===== src/rtl/jump_pkg.sv =====
// Shared definitions for the next-PC sequencer.
//   - JR decode constants (main-control ALUOp for R-type, funct for JR)
//   - FSM state and redirect-kind enums
//   - is_jr(): jump-register decode helper
package jump_pkg;

  localparam logic [1:0] ALUOP_RTYPE = 2'b10;
  localparam logic [5:0] FUNCT_JR    = 6'b001000;

  typedef enum logic {
    RUN   = 1'b0,
    FLUSH = 1'b1
  } state_e;

  typedef enum logic [1:0] {
    NONE = 2'd0,
    JR   = 2'd1,
    J    = 2'd2,
    BR   = 2'd3
  } redir_kind_e;

  function automatic logic is_jr(input logic [1:0] aluop, input logic [5:0] funct);
    return (aluop == ALUOP_RTYPE) && (funct == FUNCT_JR);
  endfunction

endpackage


===== src/rtl/jump_target_calc.sv =====
// Combinational redirect-target generator.
// Ports:
//   id_pc         in  32  PC of the instruction in ID
//   rs_data       in  32  rs value (JR target)
//   jump_index    in  26  instr[25:0] (J target field)
//   branch_offset in  16  instr[15:0] (BEQ word offset)
//   kind          in      which redirect is being taken
//   target        out 32  redirect address for that kind
//   misaligned    out  1  JR target had non-zero low bits
module jump_target_calc
  import jump_pkg::*;
(
  input  logic [31:0]  id_pc,
  input  logic [31:0]  rs_data,
  input  logic [25:0]  jump_index,
  input  logic [15:0]  branch_offset,
  input  redir_kind_e  kind,
  output logic [31:0]  target,
  output logic         misaligned
);

  logic [31:0] seq;
  logic [31:0] br_disp;

  assign seq     = id_pc + 32'd4;
  // Sign-extended word offset converted to a byte displacement.
  assign br_disp = {{14{branch_offset[15]}}, branch_offset, 2'b00};

  always_comb begin
    target = seq;
    unique case (kind)
      JR:      target = {rs_data[31:2], 2'b00};
      J:       target = {seq[31:28], jump_index, 2'b00};
      BR:      target = seq + br_disp;  // wraps modulo 2^32
      default: target = seq;
    endcase
  end

  assign misaligned = (kind == JR) && (rs_data[1:0] != 2'b00);

endmodule


===== src/rtl/jump_sequencer.sv =====
// Next-PC sequencer for the fetch stage.
// Holds the fetch PC, advances it by 4 on each accepted fetch, and redirects
// it on JR / J / taken BEQ decoded in ID, followed by a flush window of
// FLUSH_CYCLES cycles during which IF/ID squashes wrong-path instructions.
//
// Fetch handshake: pc is a request whenever fetch_valid=1; the request is
// accepted on a rising edge where fetch_valid=1 and imem_ready=1, and only an
// accepted request lets pc step to pc+4. A redirect replaces pc regardless of
// imem_ready; memory sees the new address on its next ready.
//
// Ports:
//   clk, rst_n                       clock, synchronous active-low reset
//   imem_ready                       memory accepts the fetch at pc
//   stall_in                         ID hazard stall (RUN only)
//   id_valid, id_pc, ALUOp, Function,
//   Jump, Branch, Zero, rs_data,
//   jump_index, branch_offset        ID-stage decode inputs
//   pc, fetch_valid                  fetch request
//   flush                            squash IF/ID
//   redirect, jr_taken               one-cycle pulses at the new target
//   err_misaligned                   one-cycle pulse on a misaligned JR
//   dbg_state                        current FSM state
module jump_sequencer
  import jump_pkg::*;
#(
  parameter int              PC_W         = 32,
  parameter logic [PC_W-1:0] RESET_PC     = 32'h0000_0000,
  parameter int              FLUSH_CYCLES = 2
) (
  input  logic            clk,
  input  logic            rst_n,
  input  logic            imem_ready,
  input  logic            stall_in,
  input  logic            id_valid,
  input  logic [PC_W-1:0] id_pc,
  input  logic [1:0]      ALUOp,
  input  logic [5:0]      Function,
  input  logic            Jump,
  input  logic            Branch,
  input  logic            Zero,
  input  logic [PC_W-1:0] rs_data,
  input  logic [25:0]     jump_index,
  input  logic [15:0]     branch_offset,
  output logic [PC_W-1:0] pc,
  output logic            fetch_valid,
  output logic            flush,
  output logic            redirect,
  output logic            jr_taken,
  output logic            err_misaligned,
  output state_e          dbg_state
);

  localparam logic [2:0] FCNT_INIT = 3'(FLUSH_CYCLES - 1);

  state_e          state_q, state_d;
  logic [2:0]      fcnt_q, fcnt_d;
  logic [PC_W-1:0] pc_q, pc_d;
  logic            fv_q;
  logic            redirect_q, redirect_d;
  logic            jr_q, jr_d;
  logic            err_q, err_d;

  redir_kind_e     kind;
  logic [PC_W-1:0] target;
  logic            misaligned;
  logic            dec_en;

  // Decode only in RUN with a real, unstalled ID instruction.
  // Priority JR > J > taken branch.
  assign dec_en = (state_q == RUN) && id_valid && !stall_in;

  always_comb begin
    kind = NONE;
    if (dec_en) begin
      if (is_jr(ALUOp, Function)) kind = JR;
      else if (Jump)              kind = J;
      else if (Branch && Zero)    kind = BR;
    end
  end

  jump_target_calc u_target (
    .id_pc         (id_pc),
    .rs_data       (rs_data),
    .jump_index    (jump_index),
    .branch_offset (branch_offset),
    .kind          (kind),
    .target        (target),
    .misaligned    (misaligned)
  );

  always_comb begin
    state_d    = state_q;
    fcnt_d     = fcnt_q;
    pc_d       = pc_q;
    redirect_d = 1'b0;
    jr_d       = 1'b0;
    err_d      = 1'b0;
    unique case (state_q)
      RUN: begin
        if (kind != NONE) begin
          pc_d       = target;
          state_d    = FLUSH;
          fcnt_d     = FCNT_INIT;
          redirect_d = 1'b1;
          jr_d       = (kind == JR);
          err_d      = misaligned;
        end else if (fv_q && imem_ready && !stall_in) begin
          pc_d = pc_q + PC_W'(4);
        end
      end
      FLUSH: begin
        // Stall is ignored here: the instruction it refers to is wrong-path.
        if (imem_ready) pc_d = pc_q + PC_W'(4);
        if (fcnt_q == 3'd0) begin
          state_d = RUN;
        end else begin
          fcnt_d = fcnt_q - 3'd1;
        end
      end
      default: state_d = RUN;
    endcase
  end

  always_ff @(posedge clk) begin
    if (!rst_n) begin
      state_q    <= RUN;
      fcnt_q     <= 3'd0;
      pc_q       <= RESET_PC;
      fv_q       <= 1'b0;
      redirect_q <= 1'b0;
      jr_q       <= 1'b0;
      err_q      <= 1'b0;
    end else begin
      state_q    <= state_d;
      fcnt_q     <= fcnt_d;
      pc_q       <= pc_d;
      fv_q       <= 1'b1;
      redirect_q <= redirect_d;
      jr_q       <= jr_d;
      err_q      <= err_d;
    end
  end

  assign pc             = pc_q;
  assign fetch_valid    = fv_q;
  assign flush          = (state_q == FLUSH);
  assign redirect       = redirect_q;
  assign jr_taken       = jr_q;
  assign err_misaligned = err_q;
  assign dbg_state      = state_q;

endmodule


===== config.mk =====
export PLATFORM = sky130hd
export DESIGN_NAME = jump_sequencer
export DESIGN_NICKNAME = d
export VERILOG_FILES = /design/src/rtl/jump_pkg.sv /design/src/rtl/jump_target_calc.sv /design/src/rtl/jump_sequencer.sv
export SDC_FILE = /design/constraint.sdc
export NUM_CORES = 1
export LEC_CHECK = 0
export CAP_MARGIN = 20
export CORE_MARGIN = 1.5
export CORE_UTILIZATION = 40
export CTS_BUF_LIST = sky130_fd_sc_hd__clkbuf_8
export DETAILED_ROUTE_END_ITERATION = 12
export PLACE_DENSITY = 0.79
export SLEW_MARGIN = 10
export SYNTH_ARGS = -nofsm -noshare
export SYNTH_HDL_FRONTEND = slang
export SYNTH_HIERARCHICAL = 1
export SYNTH_SLANG_ARGS = --single-unit

===== constraint.sdc =====
create_clock -name clk -period 4.1 [get_ports clk]
set_input_delay 0.82 -clock clk [delete_from_list [all_inputs] [get_ports clk]]
set_output_delay 0.82 -clock clk [all_outputs]
set_load 0.02 [all_outputs]

==> summary.md, run 1 <==
| Metric | Value |
|---|---|
| Status | completed |
| Placer Congestion | 0.9447 |
| Crit path from | id_pc[9] |
| GRT Resource Usage Total | 29.14% |
| Fin Setup TNS | 0 ps |
| FF-to-FF path depth | 10 |
| RSZ-0062 raised after global routing | true |
| Reg-to-Reg Start | dbg_state |
| Routed Antenna Nets | 0 |
| Vias in the first global route | 6239 |
| Top FF cell, synth | dfxtp_1 |
| Port bufs | 159 |
| Pwr dens | 189.2 nW/µm² |
| Startpoint types | input pin |
| CORE AREA | 12060 µm² |
| Worst Setup End Kind | register |
| Drt first pass iters | 5 |
| Final-report max-slew violation count | 0 |
| R2R setup slack | 1210 ps |
| Drt drc | 0 |
| Most frequent cells in the layout | 159 x buf_4, 136 x clkdlybuf4s50_1, 44 x a21oi_1 |
| CTS tree | built |
| Post-DP HPWL | 15.44 mm |
| Final Hold Viols | 0 |
| Min-Delay Path Class | reg2reg |
| Sw Share | 35.42% |
| Total net switching power | 567.2 µW |
| Final setup violation count | 0 |
| Most common cell after layout, fill and taps aside | buf_4 |
| Synth Cell Area | 4976 µm² |
| Worst Skew | 4.924 ps |
| Tightest Pin Transition | 838.1 ps |
| Seq/Total Area, Yosys | 16.09% |
| Total congestion overflow | 0 |
| Initial core utilization | 41.26% |
| Iteration-0 DRC Markers | 480 |
| H-tree levels | 2 |
| Layout Nets | 1087 |
| Synth-to-Final Area Change | 70.10% |
| Tcrit/Tclk final | 97.70% |
| CTS Buffer Depth | 2 |
| Sequential share of power | 27.4% |
| Largest net degree at the start of global routing | 63 |
| Synthesized instance count | 621 |
| Synth Register Bits | 40 |
| # rows | 40 |
| Logic pwr share | 55.5% |
| Yosys warns | 6 |
| CTS buffer count | 5 |
| Worst Path Max Fanout | 4 |
| Maxcap violations | 0 |
| Maximum clock frequency | 249.6 MHz |
| Hold-fix buffers, CTS | 0 |
| Synth async-reset ratio | 0% |
| Maximum VDD drop | 0.1187 mV |
| Vias post-DR | 6237 |
| Wire length per cell | 17.74 µm |
| Mapped Nets | 781 |
| Clk pwr share | 17.2% |
| Critical path class | in2reg |
| Critical Path End | pc[26] |
| Number of clock sinks | 40 |
| Die area | 13120 µm² |
| DIE HEIGHT | 114.5 µm |
| Skew-Pair Late Insertion Delay | 300 ps |
| Clk pin slew, worst setup/hold paths | 80 ps |
| Post-synth EDFFs | 0 |
| Pwr Total | 1601 µW |
| WL final | 19.44 mm |
| Leakage | 0.003521 µW |
| Worst r2r dst | pc[23] |
| Synth cell types | 72 |
| Vias per cell | 5.691 |
| Headroom to the max-slew limit | 43.95% |
| Initial antenna violation count | 0 |
| Fin crit period | 4006 ps |
| Die W | 114.5 µm |
| Layout cells sized above 1 | 30.17% |
| ANT cells | 0 |
| Int Pwr | 1034 µW |
| Final core occ | 70.18% |
| WP data arrival | 4190 ps |
| Required time worst endpoint | 4280 ps |
| Avg Synthesized Cell Area | 8.013 µm² |
| # IOs | 160 |
| CTS Root Cell | clkbuf_8 |
| First-pass GRT wire length | 30.23 mm |
critical path: stages:
cell	delay, ps
buf_6	70
and4_4	230
nand4_1	140
buf_4	180
or2_4	260
nor2_4	110
nand2_2	70
xnor2_2	140
ha_1	310
and2_4	170
a221o_1	390
a211oi_2	220
nand3_1	120
a31oi_1	170
xnor2_1	90
mux4_2	490
o21ai_2	150
a21oi_1	50
cell usage after synthesis (3+ instances only):
| master | instances | share of area [%] |
|---|---|---|
| o211ai_1 | 5 | 0.75 |
| a21o_1 | 10 | 1.5 |
| o21a_1 | 3 | 0.45 |
| nand4_1 | 14 | 1.8 |
| xnor2_1 | 54 | 9.5 |
| or3_1 | 4 | 0.50 |
| clkbuf_1 | 15 | 1.1 |
| mux4_2 | 21 | 9.5 |
| xor2_1 | 18 | 3.2 |
| or4_1 | 3 | 0.45 |
| mux2i_1 | 5 | 1.0 |
| a21oi_1 | 47 | 4.7 |
| nor2_1 | 44 | 3.3 |
| nor4_1 | 6 | 0.75 |
| nand3_1 | 30 | 3.0 |
| nand2_1 | 45 | 3.4 |
| nor3_1 | 15 | 1.5 |
| and3_1 | 16 | 2.0 |
| and4_1 | 11 | 1.9 |
| a31oi_1 | 10 | 1.3 |
| a211o_1 | 6 | 1.1 |
| nor3b_1 | 4 | 0.60 |
| a211oi_1 | 18 | 2.7 |
| o22ai_1 | 6 | 0.75 |
| inv_1 | 26 | 2.0 |
| and2_1 | 5 | 0.63 |
| o21ai_0 | 41 | 4.1 |
| nand2b_1 | 7 | 0.88 |
| o31ai_1 | 3 | 0.45 |
| nor2b_1 | 4 | 0.50 |
| ha_1 | 37 | 9.3 |
| dfxtp_1 | 40 | 16 |
registers in the layout, summed over array words and instances, names as in the netlist:
register / cells
dbg_state: 1
err_misaligned: 1
fcnt_q: 3
fetch_valid: 1
jr_taken: 1
pc: 32
redirect: 1
repair_timing:
action	CTS	global route
resized for setup	60	77
buffers inserted	14	15
pin swaps	43	41
setup endpoints to repair	17	14
cell families after synthesis:
kind of cell    count (synthesis)  share of synthesized area, %
xor+xnor                       72                         12.67
mux                            26                         10.51
simple gates                  221                         23.86
buf+inv                        50                         4.576
fa+ha+maj                      38                         9.706
flops                          40                         16.09
compound gates                174                         22.58
stage by stage:
step / std cells / setup WS, ps / area, µm² / hold slack, ps
3_5_place_dp: 1059 / -703.0 / 7717 / 463.9
6_report: 1096 / 94.32 / 8464 / 468.8
3_3_place_gp: 1059 / -642.6 / 7717 / 441.0
4_1_cts: 1081 / 2.306 / 8139 / 474.6
5_1_grt: 1096 / -86.51 / 8464 / 501.3
2_1_floorplan: 621 / 8.169 / 4981 / 464.1
routing by layer:
layer	global-route usage, %	share of wire [%]	vias up
met1	36.36	42	2918
met4	13.50	4.8	0
met5	0	0	-
met3	2.382	5.3	70
met2	50.94	48	290
li1	-	-	2959
power groups by stage:
stage               logic, µW  registers [µW]  clock network [µW]
CTS                       837             438                 276
global route              950             442                 292
global placement          790             445                   0
detailed placement        801             447                   0
finish                    888             438                 275
floorplan                 370             466                   0
worst min path at each step:
stage | start | endpoint | slack [ps] | cells past startpoint
6_report | pc[1] | pc[1] | 470 | 2
5_1_grt | pc[1] | pc[1] | 500 | 2
4_1_cts | pc[1] | pc[1] | 470 | 2
3_5_place_dp | pc[1] | pc[1] | 460 | 2
3_3_place_gp | pc[1] | pc[1] | 440 | 2
2_1_floorplan | fcnt_q[1] | fcnt_q[1] | 460 | 2
area by class of cell:
type	count	area [µm²]
clock inverter	2	11.26
timing repair buffer	323	2860
clock buffer	6	82.58
multi-input combinational	531	4402
fill	900	3597
inverter	26	97.59
tap	168	210.2
sequential	40	800.8
Note: power is estimated with default switching activity, not from simulation.
==> run 2: changes to the inputs <==
Settings changed: GPL_TIMING_DRIVEN set to 0.
==> summary.md, run 2 (synthesis results as in run 1) <==
| Metric | Value |
|---|---|
| Maximum VDD drop | 0.09718 mV (-18%) |
| R2R setup slack | 890 ps (-320 ps) |
| Post-DP HPWL | 13.79 mm (-11%) |
| Failing checks | setup timing |
| Port bufs | 159 (unchanged) |
| Pwr dens | 193.9 nW/µm² (+2.5%) |
| Tightest Pin Transition | 1321 ps (+482.9 ps) |
| Min-Delay Path Depth | 2 (unchanged) |
| Worst Setup End Kind | register |
| Tcrit/Tclk final | 100.9% (+3.2 points) |
| Max reg flops | 32 (unchanged) |
| Startpoint types | input pin |
| Min-Delay Path Class | reg2reg |
| Vias per cell | 5.872 (+3.2%) |
| WP data arrival | 4360 ps (+170 ps) |
| Most common cell after layout, fill and taps aside | clkdlybuf4s50_1 |
| CTS Buffer Depth | 2 (unchanged) |
| Drt drc | 0 (unchanged) |
| CORE AREA | 12060 µm² (unchanged) |
| CTS tree | built |
| Skew-Pair Late Insertion Delay | 300 ps (about the same) |
| Maxcap violations | 0 (unchanged) |
| Final-report max-slew violation count | 0 (unchanged) |
| Synth-to-Final Area Change | 53.00% |
| Largest net degree at the start of global routing | 22 (-65%) |
| Layout Nets | 983 (-9.6%) |
| Maximum clock frequency | 241.7 MHz (-3.2%) |
| Leakage | 0.002921 µW (-17%) |
| Die W | 114.5 µm (unchanged) |
| Worst Skew | 2.290 ps (-2.634 ps) |
| H-tree levels | 2 (unchanged) |
| Final std cells w/o fill | 992 (-9.5%) |
| Total congestion overflow | 0 (unchanged) |
| Routed Antenna Nets | 0 (unchanged) |
| Die area | 13120 µm² (unchanged) |
| Most frequent cells in the layout | 134 x clkdlybuf4s50_1, 44 x xnor2_1, 43 x a21oi_1, 43 x nand2_1, 41 x nor2_1 |
| # IOs | 160 (unchanged) |
| Final Hold Viols | 0 (unchanged) |
| Drt first pass iters | 5 (unchanged) |
| Vias post-DR | 5825 (-6.6%) |
| Initial core utilization | 41.26% (unchanged) |
| Final core occ | 63.12% (-7.1 points) |
| GRT Resource Usage Total | 26.33% (-2.8 points) |
| PnR worst setup slack | -37.63 ps (-131.9 ps) |
| WHS | 473.4 ps (+4.574 ps) |
| Initial antenna violation count | 0 (unchanged) |
| WL final | 18.26 mm (-6.0%) |
| Fin crit period | 4138 ps (+131.9 ps) |
| # rows | 40 (unchanged) |
| Fin Setup TNS | -37.63 ps (-37.63 ps) |
| Layout cells sized above 1 | 20.63% (-9.5 points) |
| DIE HEIGHT | 114.5 µm (unchanged) |
| Critical path class | in2reg |
| Placer Congestion | 0.9619 (+1.8%) |
| Iteration-0 DRC Markers | 622 (+30%) |
| Vias in the first global route | 5433 (-13%) |
| Wire length per cell | 18.41 µm (+3.8%) |
| RSZ-0062 raised after global routing | true |
| Clk pin slew, worst setup/hold paths | 70 ps (about the same) |
| Headroom to the max-slew limit | 11.93% (-32 points) |
| Status | complete, but fails checks |
| FF-to-FF path depth | 9 (-1) |
| Worst Path Max Fanout | 5 (+1) |
| Required time worst endpoint | 4320 ps (+40 ps) |
| Fillcell total | 1011 (+12%) |
| Placed cells | 948 (-10%) |
| CTS Root Cell | clkbuf_8 |
| ANT cells | 0 (unchanged) |
| Final setup violation count | 1 (+1) |
| Number of clock sinks | 40 (unchanged) |
| CTS buffer count | 5 (unchanged) |
| First-pass GRT wire length | 27.21 mm (-10%) |
run 2: repair_timing:
item	4_1_cts	5_1_grt
gates resized for setup	99	92
hold buffers	0	0
setup endpoints to repair	20	16
pin swaps	28	52
setup buffers	18	21
run 2: critical path, stage by stage:
cell and delay (ps):
buf_8 80, and4_4 230, buf_4 110, buf_6 90, nand4_1 250, buf_4 240, nor3_4 140, nand2_2 90
xnor2_2 160, ha_2 210, a21o_1 200, a211o_1 360, a211oi_4 200, buf_4 160, and3_4 170, a211oi_2 50
nand4b_1 250, nor3_2 50, nor3b_1 230, o21ai_1 80, nor3_1 180
run 2: final timing paths:
path | startpoint | endpoint
max | id_pc[4] | pc[31]
min | pc[0] | pc[0]
max reg2reg | dbg_state | pc[17]
min reg2reg | pc[0] | pc[0]
run 2: report_power, final:
group          internal [µW]  total (µW)  switching, µW
registers                411         436           25.5
logic                    400         771            371
clock network            132         269            137
total                    943        1480            534
run 2: routing by layer:
layer  global-route usage (%)  vias up  wire length [µm]
met2                    46.07      302              8927
met3                    3.441       48              1361
met5                        0        -                 0
li1                         -     2759                 -
met4                    8.583        0               660
met1                    33.45     2716              7315
run 2: cell type report:
| class | instances | area, µm² | share of cell area [%] |
|---|---|---|---|
| plain buffers | 21 | 117.6 | 1.545 |
| clock buffers | 6 | 82.58 | 1.085 |
| clock inverters | 2 | 7.507 | 0.09860 |
| inverters | 26 | 100.1 | 1.315 |
| multi-input cells | 531 | 4412 | 57.95 |
| flip-flops and latches | 40 | 800.8 | 10.52 |
| well taps | 168 | 210.2 | 2.761 |
| repair buffers | 198 | 1883 | 24.73 |
run 2: through the flow:
step / worst slack, ps / total power, µW / instance area, µm²
final: -37.63 / 1476 / 7614
after global routing: -138.2 / 1549 / 7614
after CTS: -31.82 / 1404 / 7241
after detailed placement: -1384 / 1106 / 6783
after global placement: -1409 / 1101 / 6783
after floorplan: 8.169 / 835.5 / 4981
